## src/rtl/fifo_uart_tx.sv

```systemverilog
// Purpose : pops bytes from a first-word-fall-through FIFO and serialises each one as a UART frame
//           (8N1 by default, 8E1 when UART_TX_PARITY_EN is defined), LSB first, on a single TX pin.
// Latency : fifo_deq pulses one cycle after the FIFO is seen non-empty; tx falls the cycle after that pulse.
// Backpressure: pops only from IDLE, so at most one byte is in flight; the FIFO simply holds data while busy.
//
// Ports:
//   clk        - system clock, rising edge
//   reset      - asynchronous, active-low reset
//   fifo_empty - FIFO empty flag
//   fifo_dout  - FIFO head byte (valid whenever fifo_empty=0)
//   fifo_deq   - one-cycle pop strobe to the FIFO
//   tx         - UART serial output, idle high
//   busy       - high for the whole frame on tx
//
// Configuration macro: UART_TX_PARITY_EN adds an even-parity bit between the data bits and the stop bit.
// All outputs are registered, so tx/busy show the state of the previous cycle: the pop cycle itself
// still shows tx=1/busy=0, which is also the single idle-high cycle between back-to-back frames.

module fifo_uart_tx #(
    parameter int CLK_HZ = 100_000_000,
    parameter int BAUD   = 115_200
) (
    input  logic       clk,
    input  logic       reset,
    input  logic       fifo_empty,
    input  logic [7:0] fifo_dout,
    output logic       fifo_deq,
    output logic       tx,
    output logic       busy
);

    localparam int CLKS_PER_BIT = CLK_HZ / BAUD;
    localparam int CW           = (CLKS_PER_BIT < 2) ? 1 : $clog2(CLKS_PER_BIT);
    localparam logic [CW-1:0] BAUD_LAST = CW'(CLKS_PER_BIT - 1);

    generate
        if (CLKS_PER_BIT < 2) begin : g_bad_baud
            $error("fifo_uart_tx: CLK_HZ/BAUD must be at least 2");
        end
    endgenerate

`ifdef UART_TX_PARITY_EN
    typedef enum logic [2:0] {S_IDLE, S_START, S_DATA, S_PARITY, S_STOP} state_t;
`else
    typedef enum logic [1:0] {S_IDLE, S_START, S_DATA, S_STOP} state_t;
`endif

    state_t          state;
    logic [CW-1:0]   baud_cnt;
    logic [2:0]      bit_idx;
    logic [7:0]      shreg;
`ifdef UART_TX_PARITY_EN
    logic            par_bit;
`endif

    logic baud_done;
    assign baud_done = (baud_cnt == BAUD_LAST);

    always_ff @(posedge clk or negedge reset) begin
        if (!reset) begin
            state    <= S_IDLE;
            baud_cnt <= '0;
            bit_idx  <= '0;
            shreg    <= '0;
            fifo_deq <= 1'b0;
            tx       <= 1'b1;
            busy     <= 1'b0;
`ifdef UART_TX_PARITY_EN
            par_bit  <= 1'b0;
`endif
        end else begin
            fifo_deq <= 1'b0;
            case (state)
                S_IDLE: begin
                    tx   <= 1'b1;
                    busy <= 1'b0;
                    if (!fifo_empty) begin
                        // FWFT head is valid now; capture it together with the pop.
                        shreg    <= fifo_dout;
                        fifo_deq <= 1'b1;
                        baud_cnt <= '0;
                        bit_idx  <= '0;
                        state    <= S_START;
`ifdef UART_TX_PARITY_EN
                        par_bit  <= ^fifo_dout;
`endif
                    end
                end

                S_START: begin
                    tx   <= 1'b0;
                    busy <= 1'b1;
                    if (baud_done) begin
                        baud_cnt <= '0;
                        state    <= S_DATA;
                    end else begin
                        baud_cnt <= baud_cnt + 1'b1;
                    end
                end

                S_DATA: begin
                    tx   <= shreg[0];
                    busy <= 1'b1;
                    if (baud_done) begin
                        baud_cnt <= '0;
                        shreg    <= {1'b0, shreg[7:1]};
                        if (bit_idx == 3'd7) begin
                            bit_idx <= '0;
`ifdef UART_TX_PARITY_EN
                            state   <= S_PARITY;
`else
                            state   <= S_STOP;
`endif
                        end else begin
                            bit_idx <= bit_idx + 3'd1;
                        end
                    end else begin
                        baud_cnt <= baud_cnt + 1'b1;
                    end
                end

`ifdef UART_TX_PARITY_EN
                S_PARITY: begin
                    tx   <= par_bit;
                    busy <= 1'b1;
                    if (baud_done) begin
                        baud_cnt <= '0;
                        state    <= S_STOP;
                    end else begin
                        baud_cnt <= baud_cnt + 1'b1;
                    end
                end
`endif

                S_STOP: begin
                    tx   <= 1'b1;
                    busy <= 1'b1;
                    if (baud_done) begin
                        baud_cnt <= '0;
                        state    <= S_IDLE;
                    end else begin
                        baud_cnt <= baud_cnt + 1'b1;
                    end
                end

                default: begin
                    tx       <= 1'b1;
                    busy     <= 1'b0;
                    baud_cnt <= '0;
                    state    <= S_IDLE;
                end
            endcase
        end
    end

endmodule
```

## config.mk

```make
export PLATFORM = sky130hd
export DESIGN_NAME = fifo_uart_tx
export DESIGN_NICKNAME = d
export VERILOG_FILES = /design/src/rtl/fifo_uart_tx.sv
export SDC_FILE = /design/constraint.sdc
export NUM_CORES = 1
export LEC_CHECK = 0
export CAP_MARGIN = 20
export CORE_ASPECT_RATIO = 1.2
export CORE_MARGIN = 2
export CORE_UTILIZATION = 41
export DETAILED_ROUTE_END_ITERATION = 10
export PLACE_DENSITY = 0.75
export SLEW_MARGIN = 40
export SYNTH_ARGS = -nofsm -noshare
export SYNTH_HDL_FRONTEND = slang
export SYNTH_SLANG_ARGS = --single-unit
```

## constraint.sdc

```tcl
create_clock -name clk -period 1.8 [get_ports clk]
set_clock_uncertainty 0.05 [all_clocks]
set_input_delay 0.36 -clock clk [delete_from_list [all_inputs] [get_ports clk]]
set_output_delay 0.36 -clock clk [all_outputs]
set_load 0.05 [all_outputs]
```

# Yosys cells after proc, flatten, opt, wreduce, memory -nomap -nowiden
# Index checks and enable logic that the tools add are counted.
totals:
  ff_bits: 26
  inputBits: 11
  out_inout_bits: 3
  elab_cells: 45
classes:
  add_sub_neg: 2
  eq_ne: 10
  n_mux: 20
  n_reduce_logical: 6
ops:
  columns: ["cell", "n"]
  rows:
  - ["$mux 10", 2]
  - ["$pmux 10 s2", 1]
  - ["$mux 8", 2]
  - ["$pmux 8 s2", 1]
  - ["$add 10x1->10 const B", 1]
  - ["$eq 10x10->1 const B", 1]
  - ["$mux 2", 5]
  - ["$ne 2x2->1 const B", 5]
  - ["$mux 3", 3]
  - ["$pmux 2 s4", 1]
  - ["$pmux 3 s2", 1]
  - ["$reduce_and 5->1", 1]
  - ["$eq 2x2->1 const B", 2]
  - ["$add 3x1->3 const B", 1]
  - ["$eq 3x3->1 const B", 1]
  - ["$pmux 1 s3", 1]
  - ["$reduce_and 3->1", 1]
  - ["$reduce_or 3->1", 1]
  - ["$eq 2x1->1 const B", 1]
  - ["$logic_not 2->1", 1]
  - ["$mux 1", 2]
  - ["$pmux 1 s2", 1]
  - ["$reduce_bool 2->1", 1]
  - ["$reduce_or 2->1", 1]

# Longest topological paths before layout
logic_depth:
  word_depth: 4
  depth_mapped: 8
  depth_no_buf: 6

# Worst setup path before layout
# No wires, ideal clock.
synth_timing:
  kind: "flip-flop to flip-flop"
  from: "register state[0]"
  to: "register shreg[3]"
  setup_ps: 125
  arrival_ps: 1675
  t_required_ps: 1625
  path_slack_ps: -50
  stages_incl_launch_ff: 7
  n_path_buf: 2
  synth_period_minus_slack_ps: 1850
  cell_sequence: "dfrtp_1 -> inv_1 -> ha_1 -> buf_2 -> buf_1 -> mux2_2 -> mux2_4"
synth_via:
  elab_chain_cells: 3
  elab_cells_between_ends: 7
  cone_classes: "eq/ne: 3; mux: 1; reduce/logical: 3"
synth_rtl:
  columns: ["item", "line_no", "text"]
  rows:
  - ["from (decl)", "48", "state_t state;"]
  - ["from (signal assigned)", "61", "state <= S_IDLE;"]
  - ["from (signal assigned)", "83", "state <= S_START;"]
  - ["from (signal assigned)", "95", "state <= S_DATA;"]
  - ["$eq 2x2->1 / $logic_not 2->1 (equally long branches)", "73", "case (state)"]
  - ["$ne 2x2->1 (no source line) / $reduce_bool 2->1 (equally long branches)", null, null]
  - ["$reduce_and 3->1 (no source line)", null, null]
  - ["to (signal assigned)", "79", "shreg <= fifo_dout;"]
  - ["to (signal assigned)", "106", "shreg <= {1'b0, shreg[7:1]};"]
  - ["to (decl)", "51", "logic [7:0] shreg;"]
# Parallel ways exist; a longest one is shown, timed or not.
# A chain may end at the register's enable or synchronous reset.

# Final worst setup path
layout_timing:
  from: "register baud_cnt[1]"
  to: "register bit_idx[1]"
layout_via:
  elab_chain_cells: 3
layout_rtl:
  columns: ["item", "line_no", "text"]
  rows:
  - ["from (decl)", "49", "logic [CW-1:0] baud_cnt;"]
  - ["from (signal assigned)", "97", "baud_cnt <= baud_cnt + 1'b1;"]
  - ["from (signal assigned)", "118", "baud_cnt <= baud_cnt + 1'b1;"]
  - ["from (signal assigned)", "142", "baud_cnt <= baud_cnt + 1'b1;"]
  - ["$eq 10x10->1", "57", "assign baud_done = (baud_cnt == BAUD_LAST);"]
  - ["$ne 2x2->1 (no source line)", null, null]
  - ["$reduce_and 3->1 (no source line)", null, null]
  - ["to (signal assigned)", "115", "bit_idx <= bit_idx + 3'd1;"]
  - ["to (decl)", "50", "logic [2:0] bit_idx;"]
# Every way passes these cells.

==> reports/metrics.cfg <==
[clock_network]
root_buffer=clkbuf_8
cts_buffers=3
cts.clk_slew.worst_paths_ns=0.09
clock_sinks=26
ctsHoldBuffers=0
htree_num_levels=1
cts_max_path_buffers=2
cts_tree=built
clk_latency_ns=0.28

[final_layout]
stdcell_count=190
synthToLayoutAreaGrowth_pct=30.4
diodes=0
layout-drive-gt1-share=0.373
final_cell_mix=25 x dfrtp_1, 20 x buf_4, 10 x nor2_1, 10 x clkdlybuf4s50_1
layout_commonest_cell=dfrtp_1
layout.nets=173
nFillCells=282
stdcell_area_um2=1850

[place]
dpl.cell_count=184
gp_congestion=0.763
placed_area_um2=1710
io_buffer_count=13
place_ws_ns=-0.105
dp_hpwl_um=2050

[yosys]
syn-num-nets=141
seq_area_frac_synth=0.460
ys_dominant_reg_cell=dfrtp_1
synth_top_family_by_area=multiplexers
synth-simple-area-share=0.156
yosys_register_bits=26
syn_area_um2=1420
synth_compound_area_frac=0.0583
synthCells=122
synthAdderAreaFrac=0.0707
synthMuxAreaShare=0.170
ys_types=35
synth_edf_count=0
ys_warn_count=0
async_reset_ff_frac=1.00
synth_xor_area_frac=0.0495
syn-mean-instance-area_um2=11.6

[global_route]
grt-ovfl-total=0
grt_max_degree=27
gr-usage-all-layers=0.160
antenna_found_initial=0
grt_pass1_wl_um=4710
grt_pass1_vias=1066

[setup_path]
cp_cell_sequence=ha_2, and4b_2, nand3_2, a21oi_4, buf_12, mux2_4
crit_required_ns=1.92
slowest_delay_ns=0.37
crit_arrival_ns=1.87
worstPathMaxFanout=10
r2r-end=bit_idx[1]
crit_type=flop to flop
regToRegSetupSlack_ns=0.05
cp-start-kind=flop
slowest_stage=dfrtp_1
reg2reg_from=baud_cnt[1]
cp-end-kind=flop
ff2ff_path_depth=6

[route]
vias=974
finalWirelength_um=2860
antenna_left=0
wl_met3_um=87
wl_met2_um=1600
wl_met1_um=1130
route.top_layer_used=met4
viasPerCell=5.13
wl_per_cell_um=15.0
drt_pass1_iterations=3
first_iter_violations=20
drc=0

[floorplan]
start_util=0.428
io_pins=14
die_y_um=68.4
die_w_um=57.7
die_area_um2=3940
rows=23
core-area_um2=3310

[timing]
max_freq_mhz=570
final-setup-viol-count=0
min_period_ns=1.75
hold_viol=0
worst_slew_pin_slew_ns=0.330
whs_ns=0.391
slew_headroom=0.780
final_max_slew_viol_count=0
rsz0062_at_grt=yes
timing.final.crit_share=0.974
worst_slack_ns=0.0465

[power_and_ir_drop]
irDropWorstVdd_mv=0.374
leakagePower_nw=0.836
powerDensity_nw_per_um2=548
p_total_mw=1.01

[outcome]
outcome=completed

[job]
drv_cap=0

[min_path]
hold_class=primary input to async pin

-- through the flow --
stage / setup TNS [ns] / util
after global placement: -0.583 / 0.516
after floorplan: 0 / -
after detailed placement: -1.12 / 0.516
after global routing: -0.100 / 0.558
final: 0 / 0.558
after CTS: 0 / 0.536
-- kinds of logic (layout without fill, tap and decap cells) --
logic type	after synthesis	count (layout)
muxes	19	19
buffers and inverters	10	41
AOI/OAI and AO/OA	12	12
DFF	26	26
adders and majority gates	8	8
and+or+nand+nor	39	39
xor gates and xnor gates	8	8
-- timing repair --
item,4_1_cts,5_1_grt
endpoints found under the setup margin,9,19
cloned,0,0
setup buffers,0,2
resized for setup,2,13
hold endpoints to repair,0,0
pin swaps,1,2
-- cells in the mapped netlist (2+ instances only) --
cell type	count	area, um^2
nand3_1	6	30.0
buf_2	3	15.0
o21ai_1	2	10.0
nand2_1	7	26.3
inv_1	5	18.8
and3_1	2	12.5
ha_1	8	100
o21ai_0	3	15.0
mux2i_1	2	20.0
dfrtp_1	25	626
a21boi_2	2	22.5
xor2_1	8	70.1
mux2_4	8	120
mux2_2	8	90.1
nor2_1	10	37.5
a21oi_1	2	10.0
nand4_1	3	18.8
-- sequential cells by signal, summed over array words and instances (netlist names) --
register  count
tx            1
fifo_deq      1
baud_cnt     10
state         2
shreg         8
busy          1
bit_idx       3
-- final cells by class --
class / count / area (um^2) / share of cell area
Multi-Input combinational cell: 86 / 785 / 0.425
Sequential cell: 26 / 652 / 0.353
Tap cell: 37 / 46.3 / 0.0251
Clock buffer: 4 / 55.1 / 0.0298
Timing Repair Buffer: 32 / 290 / 0.157
Inverter: 5 / 18.8 / 0.0102
-- how the worst max path moves through the flow --
| stage | start | end | slack, ns | depth (start not counted) |
|---|---|---|---|---|
| global route | bit_idx[1] | state[1] | -0.02 | 6 |
| global placement | fifo_empty | shreg[5] | -0.06 | 6 |
| floorplan | state[0] | bit_idx[0] | 0.01 | 8 |
| CTS | bit_idx[0] | state[1] | 0.002 | 6 |
| detailed placement | fifo_empty | shreg[5] | -0.11 | 6 |
| finish | baud_cnt[1] | bit_idx[1] | 0.05 | 6 |
-- report_power, final --
part,internal (mW),switching [mW],leakage [nW]
registers,0.584,0,0.324
clock network,0.196,0.186,0.0288
logic,0.0276,0.0198,0.483
-- worst max-delay path: cells and delay by family, from the launching register on --
kind	cells	cell delay [ns]
fa+ha+maj	1	0.20
buf+inv	1	0.16
simple gates	2	0.38
mux	1	0.30
flops	1	0.37
compound gates	1	0.17
-- layer usage --
layer / GRT usage / up-vias
li1: - / 486
met1: 0.175 / 470
met2: 0.308 / 15
met3: 0.0227 / 3
met4: 0.0610 / 0
met5: 0 / -
Note: power is estimated with default switching activity, not from simulation.
